--- src/rtl/fp32_addsub_seq_if.sv ---
// Valid/ready operand and result channels of the iterative FP32 adder/subtractor.
// The master supplies operands and accepts results; the slave is the arithmetic block.
interface fp32_addsub_seq_if;
    logic        in_valid;
    logic        in_ready;
    logic [31:0] a;
    logic [31:0] b;
    logic        op_sub;
    logic        out_valid;
    logic        out_ready;
    logic [31:0] result;
    logic        busy;

    modport master (
        output in_valid, a, b, op_sub, out_ready,
        input  in_ready, out_valid, result, busy
    );

    modport slave (
        input  in_valid, a, b, op_sub, out_ready,
        output in_ready, out_valid, result, busy
    );
endinterface

--- src/rtl/fp32_addsub_seq.sv ---
// Iterative FP32 a+b / a-b: one right-shift per cycle for alignment, one shift per cycle
// for normalization, a single 25-bit add/sub, truncating rounding, denormals flushed to zero.
module fp32_addsub_seq #(
    parameter int unsigned ALIGN_MAX = 26,
    parameter logic [31:0] QNAN      = 32'h7FC0_0000
) (
    input  logic              clk,
    input  logic              rst,
    fp32_addsub_seq_if.slave  bus
);

    typedef enum logic [2:0] {
        S_IDLE,
        S_ALIGN,
        S_ADDSUB,
        S_NORM,
        S_DONE
    } state_t;

    localparam logic [7:0] ALIGN_CLAMP = 8'(ALIGN_MAX);

    // Control and visible outputs
    state_t      state;
    logic        in_ready_q;
    logic        out_valid_q;
    logic        busy_q;
    logic [31:0] result_q;

    // Datapath working registers; X is the larger-magnitude operand
    logic        sign_x;
    logic        sign_y;
    logic [7:0]  exp_x;
    logic [23:0] man_x;
    logic [23:0] man_y;
    logic [7:0]  shift_cnt;
    logic [24:0] sum;

    // Operand unpack and add/sub terms
    logic        sign_a;
    logic        sign_b;
    logic [7:0]  exp_a;
    logic [7:0]  exp_b;
    logic [23:0] man_a;
    logic [23:0] man_b;
    logic        is_nan;
    logic        a_ge_b;
    logic [7:0]  exp_diff;
    logic [7:0]  align_cnt;
    logic [24:0] sum_next;

    // NOTE: every signal here is assigned on every pass through the block, so no latch is inferred.
    always_comb begin
        exp_a     = bus.a[30:23];
        exp_b     = bus.b[30:23];
        sign_a    = bus.a[31];
        sign_b    = bus.b[31] ^ bus.op_sub;
        man_a     = (exp_a != 8'd0) ? {1'b1, bus.a[22:0]} : 24'd0;
        man_b     = (exp_b != 8'd0) ? {1'b1, bus.b[22:0]} : 24'd0;
        is_nan    = (exp_a == 8'hFF) || (exp_b == 8'hFF);
        a_ge_b    = {exp_a, man_a} >= {exp_b, man_b};
        exp_diff  = a_ge_b ? (exp_a - exp_b) : (exp_b - exp_a);
        align_cnt = (exp_diff > ALIGN_CLAMP) ? ALIGN_CLAMP : exp_diff;
        // X >= Y in magnitude, so the difference never goes negative
        sum_next  = (sign_x == sign_y) ? ({1'b0, man_x} + {1'b0, man_y})
                                       : ({1'b0, man_x} - {1'b0, man_y});
    end

    // NOTE: only control state and visible outputs are reset; the datapath registers are always
    // loaded before they are read, so resetting them would add reset fan-out for no benefit.
    always_ff @(posedge clk) begin
        if (rst) begin
            state       <= S_IDLE;
            in_ready_q  <= 1'b1;
            out_valid_q <= 1'b0;
            busy_q      <= 1'b0;
            result_q    <= 32'd0;
        end else begin
            unique case (state)
                S_IDLE: begin
                    if (bus.in_valid) begin
                        in_ready_q <= 1'b0;
                        busy_q     <= 1'b1;
                        if (is_nan) begin
                            result_q    <= QNAN;
                            out_valid_q <= 1'b1;
                            state       <= S_DONE;
                        end else begin
                            if (a_ge_b) begin
                                sign_x <= sign_a;
                                exp_x  <= exp_a;
                                man_x  <= man_a;
                                sign_y <= sign_b;
                                man_y  <= man_b;
                            end else begin
                                sign_x <= sign_b;
                                exp_x  <= exp_b;
                                man_x  <= man_b;
                                sign_y <= sign_a;
                                man_y  <= man_a;
                            end
                            shift_cnt <= align_cnt;
                            state     <= (align_cnt != 8'd0) ? S_ALIGN : S_ADDSUB;
                        end
                    end
                end

                S_ALIGN: begin
                    // Bits falling off the right are dropped: truncation, no guard/sticky
                    man_y     <= man_y >> 1;
                    shift_cnt <= shift_cnt - 8'd1;
                    if (shift_cnt == 8'd1) begin
                        state <= S_ADDSUB;
                    end
                end

                S_ADDSUB: begin
                    sum <= sum_next;
                    if (sum_next == 25'd0) begin
                        result_q    <= 32'd0;
                        out_valid_q <= 1'b1;
                        state       <= S_DONE;
                    end else begin
                        state <= S_NORM;
                    end
                end

                S_NORM: begin
                    if (sum[24]) begin
                        if (exp_x == 8'd254) begin
                            result_q    <= {sign_x, 8'hFF, 23'd0};
                            out_valid_q <= 1'b1;
                            state       <= S_DONE;
                        end else begin
                            sum   <= sum >> 1;
                            exp_x <= exp_x + 8'd1;
                        end
                    end else if (!sum[23]) begin
                        // Result would be denormal: flush to +0
                        if (exp_x == 8'd1) begin
                            result_q    <= 32'd0;
                            out_valid_q <= 1'b1;
                            state       <= S_DONE;
                        end else begin
                            sum   <= sum << 1;
                            exp_x <= exp_x - 8'd1;
                        end
                    end else begin
                        result_q    <= {sign_x, exp_x, sum[22:0]};
                        out_valid_q <= 1'b1;
                        state       <= S_DONE;
                    end
                end

                S_DONE: begin
                    if (bus.out_ready) begin
                        out_valid_q <= 1'b0;
                        in_ready_q  <= 1'b1;
                        busy_q      <= 1'b0;
                        state       <= S_IDLE;
                    end
                end

                default: begin
                    state <= S_IDLE;
                end
            endcase
        end
    end

    assign bus.in_ready  = in_ready_q;
    assign bus.out_valid = out_valid_q;
    assign bus.busy      = busy_q;
    assign bus.result    = result_q;

endmodule

--- src/flat_wrapper.sv ---
// flat-port wrapper written by rule: the top's interface ports become plain ports
module fp32_addsub_seq_flat 
#(
    parameter int unsigned ALIGN_MAX = 26,
    parameter logic [31:0] QNAN      = 32'h7FC0_0000
)
  (clk, rst, bus_in_valid, bus_a, bus_b, bus_op_sub, bus_out_ready, bus_in_ready, bus_out_valid, bus_result, bus_busy);
  fp32_addsub_seq_if bus_i ();
  input  logic clk;
  input  logic rst;
  input wire logic [$bits(bus_i.in_valid)-1:0] bus_in_valid;
  input wire logic [$bits(bus_i.a)-1:0] bus_a;
  input wire logic [$bits(bus_i.b)-1:0] bus_b;
  input wire logic [$bits(bus_i.op_sub)-1:0] bus_op_sub;
  input wire logic [$bits(bus_i.out_ready)-1:0] bus_out_ready;
  output wire logic [$bits(bus_i.in_ready)-1:0] bus_in_ready;
  output wire logic [$bits(bus_i.out_valid)-1:0] bus_out_valid;
  output wire logic [$bits(bus_i.result)-1:0] bus_result;
  output wire logic [$bits(bus_i.busy)-1:0] bus_busy;
  assign bus_i.in_valid = bus_in_valid;
  assign bus_i.a = bus_a;
  assign bus_i.b = bus_b;
  assign bus_i.op_sub = bus_op_sub;
  assign bus_i.out_ready = bus_out_ready;
  assign bus_in_ready = bus_i.in_ready;
  assign bus_out_valid = bus_i.out_valid;
  assign bus_result = bus_i.result;
  assign bus_busy = bus_i.busy;
  fp32_addsub_seq #(.ALIGN_MAX(ALIGN_MAX), .QNAN(QNAN)) u_core (.clk(clk), .rst(rst), .bus(bus_i));
endmodule
--- config.mk ---
export PLATFORM = sky130hd
export DESIGN_NAME = fp32_addsub_seq_flat
export DESIGN_NICKNAME = d
export VERILOG_FILES = /design/src/rtl/fp32_addsub_seq_if.sv /design/src/rtl/fp32_addsub_seq.sv /design/src/flat_wrapper.sv
export SDC_FILE = /design/constraint.sdc
export NUM_CORES = 1
export LEC_CHECK = 0
export ABC_AREA = 1
export CAP_MARGIN = 10
export CORE_UTILIZATION = 53
export DETAILED_ROUTE_END_ITERATION = 6
export PLACE_DENSITY = 0.78
export RECOVER_POWER = 50
export SYNTH_ARGS = -nofsm -noshare
export SYNTH_HDL_FRONTEND = slang
export SYNTH_SLANG_ARGS = --single-unit
--- constraint.sdc ---
create_clock -name clk -period 4.55 [get_ports clk]
set_input_delay 0.91 -clock clk [delete_from_list [all_inputs] [get_ports clk]]
set_output_delay 0.91 -clock clk [all_outputs]
set_load 0.02 [all_outputs]
==> metrics.cfg, run 1 <==
[synth]
yosysWarnings = 0
yosysUniqueCellTypes = 49
syn_area_per_cell_um2 = 7.17
syn_inst = 1421
synth_area_um2 = 10200
synth_edf_count = 91
seq_area_frac_synth_pct = 34.3
synth_nets = 1563
synth-main-ff-cell = edfxtp_1
async_flop_share_pct = 0
ys_ff_latch = 129

[timing]
fmax_mhz = 225
hold_viol = 0
setup_viol = 0
setup_ws_ns = 0.111
holdWs_ns = 0.461
rsz0062_at_grt = true
worst_pin_slew_ns = 0.843
period_share_pct = 97.6
period_needed_ns = 4.44
maxSlewViolCount = 0
skew_ns = 0.0112
relSlewSlack_pct = 43.6
fin_setup_tns_ns = 0

[cells_and_area]
fillers = 1570
fin_nets = 1703
drive_gt1_share_pct = 12.9
design_area_um2 = 12800
diodes = 0
finish.utilization_pct = 68.0
syn2layout_area_growth_pct = 25.2
stdcell_count = 1808
layout.cells.most_common_list = nand2_1, inv_1, nor2_1, o21ai_0, clkdlybuf4s50_1
final_common_cell = nand2_1

[setup_path]
cp-start-kind = flop
timing.rr.start = u_core.man_y[1]
cp-end-kind = flop
arrival_ns = 4.71
path_class = reg2reg
worstReg2RegEnd = u_core.bus.result[10]
cp.required_ns = 4.82
r2r_cells = 27
critPathMaxFanout = 8
regToRegSetupSlack_ns = 0.11

[routing]
dr.pass1.iters = 5
drt_iter0_markers = 781
num_vias = 10090
wl_met2_mm = 12.8
antenna_left = 0
avgRoutedWirePerCell_um = 15.2
wl_met3_mm = 1.59
met1_length_mm = 12.6
topRoutingLayerUsed = met4
routed_wl_mm = 27.5
drc = 0
vias_per_cell = 5.58

[clock_tree]
insertion_delay_ns = 0.43
cts_max_level = 4
cts_tree = yes
postCtsHoldBufs = 0
cts_buffers = 17
cts.clk_slew.worst_paths_ns = 0.06
cts.sinks = 129
root_buffer = clkbuf_16
clock_path_buffers = 2

[job]
cap_violations = 0

[floorplan]
die_area_um2 = 19800
io_pins = 104
initial_core_util_pct = 54.3
core_area_um2 = 18800
chipHeight_um = 141
rows = 50
fp.dieW_um = 141

[global_route]
grt_pass1_wl_mm = 43.5
grt_pass1_vias = 8954
grt_usage_pct = 27.4
grt_max_degree = 48
grt_remaining_overflow = 0
antenna_found_initial = 0

[place]
io_buffers = 103
routabilityCongestion = 0.892
hpwlAfterDp_mm = 20.6
place_area_um2 = 11700
pre_cts_ws_ns = -0.0327
dp_cells = 1759

[pwr]
vdd_ir_drop_max_uv = 298
leakagePower_nw = 5.55
pwr_density_cell_nw_per_um2 = 574
p_total_mw = 7.33

[min_path]
hp-class = reg2reg
whs_endpoint = u_core.bus.result[27]
min_from = u_core.bus.result[27]
min_path_cells = 2

[outcome]
status = complete, no violations

## state kept, by name (all words and copies together) (netlist names)
| name | cells |
|---|---|
| u_core.sign_y | 1 |
| u_core.bus.in_ready | 1 |
| u_core.state | 3 |
| u_core.bus.result | 32 |
| u_core.exp_x | 8 |
| u_core.man_x | 24 |
| u_core.shift_cnt | 8 |
| u_core.sum | 25 |
| u_core.sign_x | 1 |
| u_core.man_y | 24 |
| u_core.bus.out_valid | 1 |
| u_core.bus.busy | 1 |
## report_power, final
group          switching (mW)  total [mW]  internal [mW]  leakage, nW
Combinational            2.52        4.14           1.62         4.12
Sequential              0.201        1.90           1.69         1.15
Clock                   0.507        1.29          0.787        0.285
Total                    3.23        7.33           4.10         5.55
## final cells by class
class | instances | area [um2] | area share, %
Clock buffer | 24 | 514 | 4.03
Clock inverter | 8 | 46.3 | 0.363
Inverter | 190 | 713 | 5.59
Multi-Input combinational cell | 1053 | 6060 | 47.5
Sequential cell | 129 | 3490 | 27.4
Tap cell | 234 | 293 | 2.29
Timing Repair Buffer | 170 | 1640 | 12.8
## worst max path at each step
| stage | start | end |
|---|---|---|
| 2_1_floorplan | u_core.state[2] | u_core.sum[0] |
| 3_3_place_gp | bus_a[28] | u_core.state[0] |
| 3_5_place_dp | bus_a[28] | u_core.state[0] |
| 4_1_cts | u_core.man_y[1] | u_core.bus.result[19] |
| 5_1_grt | u_core.man_y[0] | u_core.bus.result[10] |
| 6_report | u_core.man_y[1] | u_core.bus.result[10] |
## per-layer routing
layer	up-vias	track usage, %
met5	-	0
met4	0	9.10
met3	46	3.80
met2	391	44.4
met1	4588	37.8
li1	5065	-
## cell families after synthesis
kind of cell / share of synthesized area [%]
DFF: 34.3
and+or+nand+nor: 27.7
xor gates and xnor gates: 4.04
buffers and inverters: 9.37
AOI/OAI and AO/OA: 15.5
adders and majority gates: 9.18
## synthesized netlist by cell type, types with 3 or more instances
cell	instances	area, um2
a21oi_1	109	546
a21oi_2	3	26.3
a22oi_1	5	37.5
a31oi_1	5	31.3
buf_1	4	15.0
buf_2	7	35.0
buf_6	6	67.6
clkbuf_1	31	116
clkinv_1	3	11.3
dfxtp_1	38	761
edfxtp_1	91	2730
fa_1	3	60.1
ha_1	70	876
inv_1	184	691
inv_2	3	11.3
nand2_1	334	1250
nand2_2	8	50.1
nand3_1	53	265
nand3b_1	6	45.0
nand4_1	31	194
nor2_1	134	503
nor2_2	6	37.5
nor3_1	43	215
nor4_1	13	81.3
o21a_1	3	22.5
o21ai_0	118	591
o221ai_1	8	70.1
o22ai_1	26	163
or2_2	3	18.8
xnor2_1	6	52.6
xor2_1	41	359
## worst max-delay path, stage by stage (launching register included)
cell,delay (ns)
edfxtp_1,0.42
inv_2,0.10
ha_2,0.19
nand2_2,0.07
nor2_4,0.11
nand3_2,0.12
nor3_4,0.23
nand2_2,0.11
nor3_4,0.20
nand4_1,0.20
o21ai_1,0.20
xor2_1,0.09
ha_2,0.43
nand2_4,0.09
nor2_4,0.13
inv_1,0.06
nor2_2,0.12
nand4_1,0.17
nand3_2,0.14
a21oi_1,0.09
xnor2_1,0.18
buf_4,0.15
nand3_2,0.09
nand2_4,0.09
nand3_4,0.15
clkbuf_16,0.23
nand2_1,0.07
a21oi_1,0.07
## what timing repair did
item                                    CTS  global route
endpoints found under the setup margin    0            36
setup buffers                             0            14
gates resized for setup                   0            90
(Power assumes the default switching activity.)
==> run 2: changes to the inputs <==
--- a/config.mk
+++ b/config.mk
@@ -6,9 +6,12 @@
 export NUM_CORES = 1
 export LEC_CHECK = 0
 export ABC_AREA = 1
+export ABC_CLOCK_PERIOD_IN_PS = 4550
 export CAP_MARGIN = 10
 export CORE_UTILIZATION = 53
 export DETAILED_ROUTE_END_ITERATION = 6
+export GPL_TIMING_DRIVEN = 0
+export HOLD_SLACK_MARGIN = 0.15
 export PLACE_DENSITY = 0.78
 export RECOVER_POWER = 50
 export SYNTH_ARGS = -nofsm -noshare
==> metrics.cfg, run 2 (synthesis results as in run 1) <==
[outcome]
status = complete, but fails checks  ; was complete, no violations
failed_checks = design-rule violations, negative setup slack

[pwr]
p_seq_share_pct = 25.0  ; was 25.9%
leakagePower_nw = 5.74  ; was 5.55 nW
vdd_ir_drop_max_uv = 353  ; was 298 uV
pwr-share-clk_pct = 18.8  ; was 17.7%
p_sw_mw = 3.39  ; was 3.23 mW
pwr_density_cell_nw_per_um2 = 583  ; was 574 nW/um2
p_sw_share_pct = 44.4  ; was 44.1%
intPower_mw = 4.24  ; was 4.10 mW
p_comb_share_pct = 56.3  ; was 56.5%

[routing]
dr.pass1.iters = 7  ; was 5
drt_iter0_markers = 834  ; was 781
vias_per_cell = 5.63  ; was 5.58
avgRoutedWirePerCell_um = 16.2  ; was 15.2 um
num_vias = 10259  ; was 10.1k
routed_wl_mm = 29.6  ; was 27.5 mm
antenna_left = 0  ; unchanged
drc = 3  ; was 0

[floorplan]
io_pins = 104  ; unchanged
rows = 50  ; unchanged
core_area_um2 = 18800  ; unchanged
die_area_um2 = 19800  ; unchanged
initial_core_util_pct = 54.3  ; unchanged
chipHeight_um = 141  ; unchanged
fp.dieW_um = 141  ; unchanged

[place]
dp_cells = 1763  ; was 1759
routabilityCongestion = 0.936  ; was 0.892
place_area_um2 = 11600  ; was 11700 um2
hpwlAfterDp_mm = 22.4  ; was 20.6 mm
io_buffers = 102  ; was 103

[clock_tree]
cts_max_level = 4  ; unchanged
cts.sinks = 129  ; unchanged
cts.clk_slew.worst_paths_ns = 0.06  ; about the same
root_buffer = clkbuf_16  ; unchanged
cts_buffers = 17  ; unchanged
insertion_delay_ns = 0.43  ; about the same
cts_tree = yes  ; unchanged
clock_path_buffers = 2  ; unchanged
postCtsHoldBufs = 0  ; unchanged

[timing]
skew_ns = 0.00888  ; was 0.0112 ns
maxSlewViolCount = 0  ; unchanged
period_needed_ns = 4.59  ; was 4.44 ns
relSlewSlack_pct = 36.3  ; was 43.6%
rsz0062_at_grt = true  ; unchanged
fmax_mhz = 218  ; was 225 MHz
setup_viol = 10  ; was 0
setup_ws_ns = -0.0357  ; was 0.111 ns
worst_pin_slew_ns = 0.948  ; was 0.843 ns
hold_viol = 0  ; unchanged
period_share_pct = 101  ; was 97.6%

[setup_path]
cpPeakStageDelay_ns = 0.47  ; was 0.43 ns
crit_path_top_delay_cell = edfxtp_1  ; was ha_2
cp-startpoint = u_core.man_y[0]  ; was u_core.man_y[1]
path_class = reg2reg  ; unchanged
cp-end-kind = flop  ; unchanged
arrival_ns = 4.86  ; was 4.71 ns
timing.rr.start = u_core.man_y[0]  ; was u_core.man_y[1]
regToRegSetupSlack_ns = -0.04  ; was 0.11 ns
cp.required_ns = 4.82  ; about the same
cp-start-kind = flop  ; unchanged
critPathMaxFanout = 5  ; was 8
crit_top_cell = nand2_1  ; was nand3_2

[cells_and_area]
syn2layout_area_growth_pct = 28.5  ; was 25.2%
seqCellArea_um2 = 3490  ; unchanged
multi_input_area_um2 = 6330  ; was 6060 um2
design_area_um2 = 13100  ; was 12800 um2
largest_register_ff_count = 32  ; unchanged
layout.cells.most_common_list = nand2_1, inv_1, nor2_1, o21ai_0, edfxtp_1  ; was nand2_1, inv_1, nor2_1, o21ai_0, clkdlybuf4s50_1
final_common_cell = nand2_1  ; unchanged
drive_gt1_share_pct = 14.8  ; was 12.9%
stdcell_count = 1821  ; was 1808
fin_nets = 1716  ; was 1703
fillers = 1548  ; was 1570
diodes = 0  ; unchanged

[global_route]
grt_pass1_wl_mm = 46.0  ; was 43.5 mm
grt_usage_pct = 29.4  ; was 27.4%
grt_pass1_vias = 9495  ; was 8954
grt_remaining_overflow = 0  ; unchanged
antenna_found_initial = 0  ; unchanged
grt_max_degree = 18  ; was 48

[min_path]
min_from = u_core.bus.result[13]  ; was u_core.bus.result[27]
hp-class = reg2reg  ; unchanged

[job]
cap_violations = 0  ; unchanged

[run 2: timing repair]
item,4_1_cts,5_1_grt
gates cloned,0,3
setup endpoints to repair,99,98
setup buffers,4,19
resized for setup,27,174
pin swaps,6,50
[run 2: cell type report]
| type | count | share of cell area [%] |
|---|---|---|
| Timing Repair Buffer | 134 | 10.2 |
| Tap cell | 234 | 2.23 |
| Sequential cell | 129 | 26.7 |
| Clock buffer | 22 | 4.12 |
| Buffer | 49 | 2.30 |
| Multi-Input combinational cell | 1053 | 48.3 |
| Inverter | 190 | 5.46 |
| Clock inverter | 10 | 0.659 |
[run 2: critical path, delay by kind of cell (launching register included)]
| family | cells | cell delay, ns |
|---|---|---|
| and+or+nand+nor | 18 | 2.15 |
| AOI/OAI and AO/OA | 4 | 0.73 |
| adders and majority gates | 2 | 0.51 |
| DFF | 1 | 0.47 |
| buffers and inverters | 3 | 0.40 |
| xor gates and xnor gates | 1 | 0.16 |
[run 2: path summary, 6_finish.rpt]
check                                to  cells after the start
setup / recovery   u_core.bus.result[0]                     28
hold / removal    u_core.bus.result[13]                      2
setup reg to reg   u_core.bus.result[0]                     28
hold reg to reg   u_core.bus.result[13]                      2
[run 2: through the flow]
stage                     setup WS (ns)  setup TNS [ns]  utilization, %  total power [mW]  hold WS (ns)
after floorplan                   0.506               0               -              4.50         0.470
after global placement            -1.17          -97.15            61.3              5.33         0.447
after detailed placement          -1.30          -75.88            61.8              5.45         0.451
after CTS                       -0.0204         -0.0348            65.8              6.92         0.459
after global routing             -0.305           -8.73            69.8              8.17         0.470
final                           -0.0357          -0.133            69.8              7.63         0.460
[run 2: layer usage]
layer | part of all wire [%] | routed length [um] | track usage (%) | up-vias
met5 | 0 | 0 | 0 | -
met4 | 2.8 | 818 | 12.2 | 0
met3 | 5.8 | 1730 | 3.74 | 59
met2 | 48 | 14200 | 49.0 | 448
met1 | 43 | 12900 | 38.4 | 4670
li1 | - | - | - | 5082
[run 2: power groups by stage]
| stage | Combinational [mW] | Clock, mW | Sequential [mW] |
|---|---|---|---|
| 3_5_place_dp | 3.57 | 0 | 1.88 |
| 2_1_floorplan | 2.59 | 0 | 1.91 |
| 5_1_grt | 4.76 | 1.48 | 1.93 |
| 6_report | 4.29 | 1.43 | 1.91 |
| 3_3_place_gp | 3.45 | 0 | 1.88 |
| 4_1_cts | 3.62 | 1.43 | 1.86 |
